**config.mk**
```make
export PLATFORM = sky130hd
export DESIGN_NAME = locked_reg_read_port
export DESIGN_NICKNAME = d
export VERILOG_FILES = /design/src/rtl/locked_reg_pkg.sv /design/src/rtl/lock_access_check.sv /design/src/rtl/locked_reg_read_port.sv
export SDC_FILE = /design/constraint.sdc
export NUM_CORES = 1
export LEC_CHECK = 0
export ABC_AREA = 1
export CAP_MARGIN = 25
export CORE_MARGIN = 3
export CORE_UTILIZATION = 39
export DETAILED_ROUTE_END_ITERATION = 10
export PLACE_DENSITY = 0.9
export SLEW_MARGIN = 30
export SYNTH_ARGS = -nofsm -noshare
export SYNTH_HDL_FRONTEND = slang
export SYNTH_SLANG_ARGS = --single-unit
```
**constraint.sdc**
```tcl
create_clock -name Clk -period 2.42 [get_ports Clk]
set_clock_uncertainty 0.2 [all_clocks]
set_input_delay 0.484 -clock Clk [delete_from_list [all_inputs] [get_ports Clk]]
set_output_delay 0.484 -clock Clk [all_outputs]
set_load 0.01 [all_outputs]
```
**src/rtl/locked_reg_pkg.sv**
```systemverilog
// +----------------------------------------------------------------------+
// | locked_reg_pkg: shared state encoding and defaults for locked-register |
// | access ports.                           Revision: 1.0                 |
// +----------------------------------------------------------------------+
`default_nettype none

package locked_reg_pkg;

  localparam int DEF_DATA_W     = 16;
  localparam int DEF_REG_COUNT  = 4;
  localparam int DEF_CNT_W      = 8;
  localparam int DEF_IRQ_THRESH = 3;

  typedef enum logic [1:0] {
    ST_IDLE  = 2'd0,
    ST_CHECK = 2'd1,
    ST_RESP  = 2'd2
  } rd_state_t;

  // A single-register port still needs a one-bit address bus.
  function automatic int addr_width(input int count);
    return (count > 1) ? $clog2(count) : 1;
  endfunction

endpackage

`default_nettype wire

```
**src/rtl/lock_access_check.sv**
```systemverilog
// +----------------------------------------------------------------------+
// | lock_access_check: combinational grant/deny policy for one register  |
// | access; shared by the read and write sides.   Revision: 1.0          |
// +----------------------------------------------------------------------+
`default_nettype none

module lock_access_check
  import locked_reg_pkg::*;
#(
  parameter int REG_COUNT = DEF_REG_COUNT,
  localparam int ADDR_W   = addr_width(REG_COUNT)
) (
  input  logic [ADDR_W-1:0]    addr,
  input  logic [REG_COUNT-1:0] lock_status,
  input  logic                 scan_mode,
  input  logic                 debug_unlocked,
  output logic                 deny
);

  localparam int PAD_W = 1 << ADDR_W;

  logic [PAD_W-1:0] lock_pad;
  logic             out_of_range;
  logic             locked;

  // Lock bits are padded to the full address space so that an out-of-range
  // index never selects a nonexistent bit; range is denied separately.
  always_comb begin
    lock_pad                  = '0;
    lock_pad[REG_COUNT-1:0]   = lock_status;
    out_of_range              = ({1'b0, addr} >= (ADDR_W + 1)'(REG_COUNT));
    locked                    = lock_pad[addr];
    deny                      = scan_mode | out_of_range | (locked & ~debug_unlocked);
  end

endmodule

`default_nettype wire

```
**src/rtl/locked_reg_read_port.sv**
```systemverilog
// +----------------------------------------------------------------------+
// | locked_reg_read_port: three-phase read port with lock enforcement,   |
// | saturating violation counter and sticky irq.   Revision: 1.0         |
// +----------------------------------------------------------------------+
`default_nettype none

module locked_reg_read_port
  import locked_reg_pkg::*;
#(
  parameter int DATA_W     = DEF_DATA_W,
  parameter int REG_COUNT  = DEF_REG_COUNT,
  parameter int CNT_W      = DEF_CNT_W,
  parameter int IRQ_THRESH = DEF_IRQ_THRESH,
  localparam int ADDR_W    = addr_width(REG_COUNT)
) (
  input  logic                        Clk,
  input  logic                        Reset,
  input  logic [REG_COUNT*DATA_W-1:0] Reg_data,
  input  logic [REG_COUNT-1:0]        Lock_status,
  input  logic                        scan_mode,
  input  logic                        debug_unlocked,
  input  logic                        Rd_req,
  input  logic [ADDR_W-1:0]           Rd_addr,
  input  logic                        Rd_ack,
  output logic                        Rd_busy,
  output logic                        Rd_valid,
  output logic [DATA_W-1:0]           Rd_data,
  output logic                        Rd_err,
  output logic [CNT_W-1:0]            Violation_count,
  output logic                        Violation_irq,
  input  logic                        Irq_clear
);

  localparam logic [CNT_W-1:0] CNT_MAX = '1;

  rd_state_t         state;
  rd_state_t         next_state;
  logic [ADDR_W-1:0] addr_lat;
  logic [DATA_W-1:0] word_sel;
  logic              deny;
  logic              denial;
  logic [CNT_W-1:0]  cnt_base;
  logic [CNT_W-1:0]  cnt_next;
  logic              irq_next;

  lock_access_check #(
    .REG_COUNT (REG_COUNT)
  ) u_access (
    .addr           (addr_lat),
    .lock_status    (Lock_status),
    .scan_mode      (scan_mode),
    .debug_unlocked (debug_unlocked),
    .deny           (deny)
  );

  always_ff @(posedge Clk) begin
    if (Reset) begin
      state <= ST_IDLE;
    end else begin
      state <= next_state;
    end
  end

  always_comb begin
    next_state = state;
    case (state)
      ST_IDLE:  if (Rd_req) next_state = ST_CHECK;
      ST_CHECK: next_state = ST_RESP;
      ST_RESP:  if (Rd_ack) next_state = ST_IDLE;
      default:  next_state = ST_IDLE;
    endcase
  end

  assign Rd_busy = (state != ST_IDLE);
  assign denial  = (state == ST_CHECK) & deny;

  always_comb begin
    word_sel = '0;
    for (int i = 0; i < REG_COUNT; i++) begin
      if (addr_lat == ADDR_W'(i)) word_sel = Reg_data[i*DATA_W +: DATA_W];
    end
  end

  // Clear acts first, so a coincident denial lands on a zeroed counter.
  always_comb begin
    cnt_base = Irq_clear ? '0 : Violation_count;
    cnt_next = cnt_base;
    if (denial && (cnt_base != CNT_MAX)) cnt_next = cnt_base + 1'b1;
    irq_next = (Violation_irq & ~Irq_clear) | (32'(cnt_next) >= 32'(IRQ_THRESH));
  end

  always_ff @(posedge Clk) begin
    if (Reset) begin
      addr_lat        <= '0;
      Rd_valid        <= 1'b0;
      Rd_data         <= '0;
      Rd_err          <= 1'b0;
      Violation_count <= '0;
      Violation_irq   <= 1'b0;
    end else begin
      if ((state == ST_IDLE) && Rd_req) addr_lat <= Rd_addr;
      if (state == ST_CHECK) begin
        Rd_valid <= 1'b1;
        Rd_data  <= deny ? '0 : word_sel;
        Rd_err   <= deny;
      end else if ((state == ST_RESP) && Rd_ack) begin
        Rd_valid <= 1'b0;
        Rd_data  <= '0;
        Rd_err   <= 1'b0;
      end
      Violation_count <= cnt_next;
      Violation_irq   <= irq_next;
    end
  end

endmodule

`default_nettype wire

```
==> run summary, run 1 <==
## Timing
- **number of pins with negative max-slew slack in the final report** 0
- **unrepaired setup endpoints after global routing** false
- **time the final worst path needs with I/O delays and setup** 2.173 ns
- **endpoints failing setup** 0
- **slew of the pin with the lowest slew margin** 0.6533 ns
- **setup TNS after final layout** 0 ns
- **maximum clock frequency** 460.2 MHz
- **post-route fraction of the period consumed by the critical path** 0.8980
- **final hold vios** 0
- **headroom to the max-slew limit** 0.5629

## Worst setup path
- **Worst Setup Start Kind** flip-flop
- **peak per-stage delay on the critical path** 0.47 ns
- **Crit path max-delay family** simple AND/OR/NAND/NOR gates
- **CP required** 2.37 ns
- **critical path capture point type** flip-flop
- **arrival time reported for the critical path endpoint** 2.12 ns
- **crit path max fanout** 17
- **highest-delay cell along the critical path** nor2_2
- **depth of the worst register-to-register path** 7
- **R2R Setup Slk** 0.25 ns
- **path type of the worst setup path** flip-flop to flip-flop
- **critical path depth** 7
- **worst path cell trace** inv_1 -> nor2_2 -> inv_1 -> nand2_1 -> clkinv_1 -> nand2_1 -> a21oi_1
- **crit path buf inv count** 3

## Finish
- **multi-input logic area** 0.001121 mm^2
- **final net count** 485
- **area used by sequential logic in the layout** 620.6 um^2
- **proportion of layout cells with a drive suffix above 1** 0.1152
- **antenna diode instance count** 0
- **fill cell total of the finished layout** 359
- **Synth-to-Final Area Change** 73.61%
- **number of standard cells in the layout, taps in and fillers out** 460

## Synth
- **leading cell types by total area after synthesis** dfxtp_1 (33%), nand2_1 (17%), a21oi_1 (7.0%)
- **most frequent cells after synthesis** nand2_1 (82), dfxtp_1 (31), nor2_1 (31)
- **prevailing post-synth register cell** dfxtp_1
- **proportion of register bits with asynchronous set or reset after synthesis** 0
- **proportion of synthesized chip area in sequential cells** 0.3331
- **Yosys warnings** 0
- **mean instance size in the synthesized netlist** 6.583 um^2
- **area share of the largest cell type after synthesis** 0.3331
- **number of library cell types mapped by synthesis** 31
- **synthesis-stage register bit count** 31
- **most frequently used cell type in the post-synthesis netlist** nand2_1
- **number of enable flip-flop cells after synthesis** 0
- **number of instances in the synthesized netlist** 283
- **nets in the synthesized netlist** 361
- **post-synth design cell area** 0.001863 mm^2
- **cell taking the most area after synthesis** dfxtp_1

## Clocking
- **number of CTS-inserted buffers** 5
- **cell at the root of the clock tree** clkbuf_8
- **TritonCTS clock tree** done
- **clock latency on the worst-skew pair** 0.27 ns
- **clock slew seen by the registers of the worst setup and hold paths** 0.06 ns
- **Clock H-tree levels** 2
- **Clock Sink Count** 31
- **Clock Tree Buf Depth** 2

## Route
- **DR vias** 2,396
- **final routed wirelength across all metal layers** 6374 um
- **number of violations reported at the end of detailed-routing iteration 0** 125
- **DRC violations left** 0
- **post-route antenna net violation count** 0
- **average routed wire per standard cell** 13.86 um
- **vias per cell** 5.209
- **TritonRoute pass-1 iters** 4

## Status
- **run status** finished clean

## Pwr
- **sw frac** 0.2520
- **Leak** 1.348 nW
- **total power density per cell area** 435.6 mW/mm^2
- **clock network power share** 0.365
- **Gate power share** 0.252
- **Net Switching** 0.3551 mW
- **worst voltage drop across the vdd grid** 0.3770 mV
- **internal power contribution** 1.054 mW
- **sequential group share of total power** 0.383

## Worst hold path
- **worst hold-check path type** flip-flop to flip-flop
- **Worst Hold Path Cells** 2

## GRT
- **GR Util met3** 0.04139
- **pin count of the biggest net entering global routing** 32
- **GRT met2 Usage** 0.3946
- **most utilized layer in the global route result** met2
- **GR met1 Demand/Resource** 0.2840
- **Global Route Usage Sum** 0.2276
- **residual overflow from global routing** 0
- **wire length of the first global-routing pass** 9936 um
- **vias in the first global route** 2,234
- **initial antenna violation count** 0

## Floorplan
- **ports placed on the boundary** 105
- **floorplan die width** 75.12 um
- **Core Region** 0.004474 mm^2
- **Die Height** 75.12 um
- **effective utilization at floorplan** 0.4164
- **floorplan row count** 24
- **floorplan die area** 0.005642 mm^2

## Placed design
- **HPWL after detailed placement** 4971 um
- **total placed cells including tap cells** 449
- **buffers added on ports** 104
- **GP Congestion** 0.8285

## Run
- **MaxCap Viol Count** 0

## layout make-up
class,instances,share of cell area
Multi-Input combinational cell,217,0.3466
Inverter,25,0.02901
Clock buffer,6,0.02553
Timing Repair Buffer,127,0.3760
Clock inverter,2,0.01083
Sequential cell,31,0.1919
Tap cell,52,0.02012
## path summary, 6_finish.rpt
| path | from | endpoint |
|---|---|---|
| max reg2reg | state[0] | Rd_data[3] |
| min | Rd_err | Rd_err |
| min reg2reg | Rd_err | Rd_err |
| max | state[0] | Rd_data[3] |
## placed cells by master, fill, tap and decap left out, drive strengths merged, types with 2 or more instances in the layout
| cell | netlist | layout |
|---|---|---|
| o21ai | 10 | 10 |
| nand3b | 2 | 2 |
| clkdlybuf4s50 | 0 | 103 |
| buf | 5 | 23 |
| xor2 | 2 | 2 |
| nor3 | 6 | 6 |
| nand4 | 8 | 8 |
| nand2 | 86 | 86 |
| clkinv | 1 | 2 |
| a21oi | 26 | 26 |
| dfxtp | 31 | 31 |
| nand3 | 14 | 15 |
| o211ai | 16 | 16 |
| nor2 | 35 | 35 |
| clkbuf | 6 | 6 |
| inv | 24 | 24 |
| o31ai | 6 | 6 |
| a211oi | 2 | 2 |
## sequential cells by signal (all words and copies together) (netlist names)
| register | count |
|---|---|
| Violation_irq | 1 |
| addr_lat | 2 |
| state | 2 |
| Rd_valid | 1 |
| Rd_err | 1 |
| Rd_data | 16 |
| Violation_count | 8 |
## what timing repair did
| item | in CTS | in global routing |
|---|---|---|
| hold buffers | 0 | 0 |
| buffers inserted | 0 | 2 |
| gates resized for setup | 1 | 4 |
| cloned | 0 | 1 |
| pin swaps | 1 | 10 |
| setup endpoints to repair | 1 | 1 |
## layer usage
| layer | wire, um | vias up | share of wire |
|---|---|---|---|
| met3 | 456 | 12 | 0.072 |
| met5 | 0 | - | 0 |
| li1 | - | 1202 | - |
| met2 | 3123 | 105 | 0.49 |
| met4 | 127 | 0 | 0.020 |
| met1 | 2666 | 1077 | 0.42 |
## through the flow
step / hold slack (ns) / setup slack (ns) / total power [mW] / utilization / cell area, um^2
global route: 0.2763 / 0.05769 / 1.480 / 0.7229 / 3234
detailed placement: 0.2541 / -0.2987 / 0.9000 / 0.6865 / 3072
finish: 0.2623 / 0.2468 / 1.409 / 0.7229 / 3234
CTS: 0.2639 / 0.02409 / 1.417 / 0.7139 / 3194
global placement: 0.2514 / -0.2244 / 0.8952 / 0.6865 / 3072
floorplan: 0.2841 / 0.2915 / 0.7016 / - / 1863
## power groups by stage
stage               clock (mW)  combinational (mW)  sequential [mW]
floorplan                    0               0.149            0.553
detailed placement           0               0.350            0.550
CTS                      0.527               0.351            0.539
finish                   0.514               0.355            0.540
global placement             0               0.345            0.550
global route             0.553               0.386            0.541
## worst register-to-register path, cell delays in order, from the launching register on
cell and delay (ns):
dfxtp_1 0.32, inv_1 0.07, nor2_2 0.47, inv_1 0.23, nand2_1 0.11, clkinv_1 0.39
nand2_1 0.17, a21oi_1 0.08
## cell families (layout without fill, tap and decap cells)
group | count (synthesis) | after routing | synth area share
xor+xnor | 3 | 3 | 0.01411
buf+inv | 36 | 160 | 0.07992
compound gates | 61 | 61 | 0.1981
flops | 31 | 31 | 0.3331
fa+ha+maj | 1 | 1 | 0.006715
simple gates | 151 | 152 | 0.3680
(Power assumes the default switching activity.)
==> run 2, diff against run 1 <==
--- a/config.mk
+++ b/config.mk
@@ -11,7 +11,6 @@
 export CORE_UTILIZATION = 39
 export DETAILED_ROUTE_END_ITERATION = 10
 export PLACE_DENSITY = 0.9
-export SLEW_MARGIN = 30
 export SYNTH_ARGS = -nofsm -noshare
 export SYNTH_HDL_FRONTEND = slang
 export SYNTH_SLANG_ARGS = --single-unit
==> results of run 2 <==
Final layout, timing and power as in run 1 (identical DEF).
==> run 3, diff against run 2 <==
--- a/config.mk
+++ b/config.mk
@@ -7,7 +7,7 @@
 export LEC_CHECK = 0
 export ABC_AREA = 1
 export CAP_MARGIN = 25
-export CORE_MARGIN = 3
+export CORE_MARGIN = 2
 export CORE_UTILIZATION = 39
 export DETAILED_ROUTE_END_ITERATION = 10
 export PLACE_DENSITY = 0.9
==> run summary, run 3 (synthesized netlist as in run 1, its figures left out) <==
## GRT
- **wire length of the first global-routing pass** 10,650 um, +7.1%
- **Global Route Usage Sum** 0.2570, +0.02938
- **pin count of the biggest net entering global routing** 21, -34%
- **initial antenna violation count** 0, unchanged
- **residual overflow from global routing** 0, unchanged
- **vias in the first global route** 2,463, +10%

## Placed design
- **HPWL after detailed placement** 5221 um, +5.0%
- **placed cell area** 0.003064 mm^2, -0.24%
- **total placed cells including tap cells** 448, -0.22%
- **GP Congestion** 0.8335, +0.60%
- **buffers added on ports** 104, unchanged

## Worst hold path
- **Worst Hold Path Cells** 2, unchanged
- **worst hold-check path type** flip-flop to flip-flop
- **endpoint of the worst hold path** Rd_data[2]
- **startpoint of the lowest-slack hold path** Rd_data[2]

## Route
- **DR vias** 2,418, +0.92%
- **vias per cell** 5.291, +1.6%
- **DRC violations left** 0, unchanged
- **post-route antenna net violation count** 0, unchanged
- **TritonRoute pass-1 iters** 4, unchanged
- **average routed wire per standard cell** 14.26 um, +2.9%
- **final routed wirelength across all metal layers** 6519 um, +2.3%
- **number of violations reported at the end of detailed-routing iteration 0** 98, -22%

## Finish
- **Synth-to-Final Area Change** 71.19%
- **fill cell total of the finished layout** 389, +8.4%
- **proportion of layout cells with a drive suffix above 1** 0.1092, -0.006015
- **leading cell types in the layout, fill and taps excluded** clkdlybuf4s50_1 (104), nand2_1 (82), dfxtp_1 (31)
- **antenna diode instance count** 0, unchanged
- **register bank with the most flops** Rd_data
- **most common cell after layout, fill and taps aside** clkdlybuf4s50_1
- **largest registers** Rd_data x16, Violation_count x8
- **total non-filler cell area in the finished layout** 0.003189 mm^2, -1.4%
- **number of standard cells in the layout, taps in and fillers out** 457, -0.65%
- **number of flip-flops under the largest register name** 16, unchanged
- **final net count** 481, -0.82%

## Clocking
- **CTS Hold Bufs** 0, unchanged
- **clock slew seen by the registers of the worst setup and hold paths** 0.06 ns, about the same
- **clock latency on the worst-skew pair** 0.28 ns, about the same
- **Clock Sink Count** 31, unchanged
- **Clock H-tree levels** 2, unchanged
- **cell at the root of the clock tree** clkbuf_8
- **Clock Tree Buf Depth** 2, unchanged
- **TritonCTS clock tree** done
- **number of CTS-inserted buffers** 5, unchanged

## Pwr
- **worst voltage drop across the vdd grid** 0.3654 mV, -3.1%
- **Total Power Consumption** 1.306 mW, -7.3%
- **total power density per cell area** 409.4 mW/mm^2, -6.0%
- **Leak** 1.306 nW, -3.1%

## Worst setup path
- **arrival time reported for the critical path endpoint** 2.32 ns, +0.20 ns
- **peak per-stage delay on the critical path** 0.51 ns, +0.04 ns
- **CP most frequent cell** nand2_1
- **reg2reg start** addr_lat[0]
- **path type of the worst setup path** input port to flip-flop
- **R2R Setup Slk** 0.38 ns, +0.13 ns
- **Worst Setup Start Kind** input port
- **crit path buf inv count** 3, unchanged
- **depth of the worst register-to-register path** 10, +3
- **capturing point of the worst reg2reg path** Rd_data[1]
- **highest-delay cell along the critical path** clkdlybuf4s50_1
- **critical path capture point type** flip-flop
- **crit path max fanout** 8, -9
- **CP required** 2.39 ns, +0.02 ns
- **Crit path max-delay family** simple AND/OR/NAND/NOR gates
- **worst path cell trace** clkdlybuf4s50_1 -> inv_2 -> nand2_1 -> inv_2 -> ha_4 -> nand2_1 -> nor2_4 -> nand4_4 -> nand3_2 -> nand2_1 -> nand2_1 -> nor2_1 -> nand2_1 -> nor2_1 -> nor2_1

## Timing
- **slew of the pin with the lowest slew margin** 0.5397 ns, -0.1136 ns
- **time the final worst path needs with I/O delays and setup** 2.352 ns, +0.1791 ns
- **final hold vios** 0, unchanged
- **post-route fraction of the period consumed by the critical path** 0.9720, +0.07400
- **headroom to the max-slew limit** 0.6391, +0.07620
- **endpoints failing setup** 0, unchanged
- **setup TNS after final layout** 0 ns, unchanged
- **unrepaired setup endpoints after global routing** true
- **number of pins with negative max-slew slack in the final report** 0, unchanged
- **maximum clock frequency** 425.1 MHz, -7.6%

## Floorplan
- **ports placed on the boundary** 105, unchanged
- **Core Region** 0.004661 mm^2, +4.2%
- **Die Height** 73.12 um, -2.7%
- **effective utilization at floorplan** 0.3997, -0.01666
- **floorplan die area** 0.005346 mm^2, -5.3%
- **floorplan row count** 25, +4.2%
- **floorplan die width** 73.12 um, -2.7%

## Run
- **MaxCap Viol Count** 0, unchanged

## Status
- **run status** finished clean

## run 3: changes by cell type in the layout (fill, tap and decap cells not counted)
cell,before,now
buf_4,23,18
inv_1,21,19
inv_2,3,5
buf_12,0,1
bufinv_16,1,0
clkdlybuf4s50_1,103,104
dlymetal6s2s_1,1,0
ha_2,1,0
ha_4,0,1
nand3_2,0,1
nand3_4,2,1
## run 3: how the worst max path moves through the flow
stage / slack [ns] / cells after the start / endpoint / from
2_1_floorplan: 0.29 / 13 / Violation_irq / Irq_clear
3_3_place_gp: -0.15 / 14 / Violation_irq / Irq_clear
3_5_place_dp: -0.27 / 14 / Violation_irq / Irq_clear
4_1_cts: 0.03 / 14 / Violation_irq / Irq_clear
5_1_grt: -0.04 / 14 / Violation_irq / Irq_clear
6_report: 0.07 / 15 / Violation_irq / Irq_clear
## run 3: per-layer routing
metal	wire, um	GRT usage
met5	0	0
met2	3378	0.4685
met1	2333	0.2597
met3	576	0.08425
met4	231	0.1255
## run 3: metrics by stage
step / util / setup slack [ns] / hold slack (ns)
CTS: 0.6773 / 0.03422 / 0.2672
detailed placement: 0.6575 / -0.2725 / 0.2577
finish: 0.6843 / 0.06774 / 0.2659
global route: 0.6843 / -0.04301 / 0.2980
global placement: 0.6575 / -0.1477 / 0.2502
floorplan: - / 0.2915 / 0.2841
## run 3: area by class of cell
class / instances / area [um^2] / area share
clock buffer: 6 / 82.58 / 0.02589
clock inverter: 1 / 5.005 / 0.001569
inverter: 25 / 93.84 / 0.02942
multi-input combinational: 217 / 1124 / 0.3523
sequential: 31 / 620.6 / 0.1946
tap: 54 / 67.56 / 0.02118
timing repair buffer: 123 / 1196 / 0.3750
## run 3: timing repair
item	4_1_cts	5_1_grt
setup endpoints to repair	1	6
setup buffers	0	1
pin swaps	0	5
gates cloned	0	1
gates resized for setup	1	5
## run 3: power by group
part	internal, mW	switching, mW	total (mW)
Sequential	0.527	0.0134	0.540
Clock	0.223	0.185	0.408
Combinational	0.194	0.163	0.357
## run 3: tightest hold or removal path: stages (launching register included)
cell	delay (ns)
dfxtp_1	0.31
nand2_1	0.06
a21oi_1	0.05
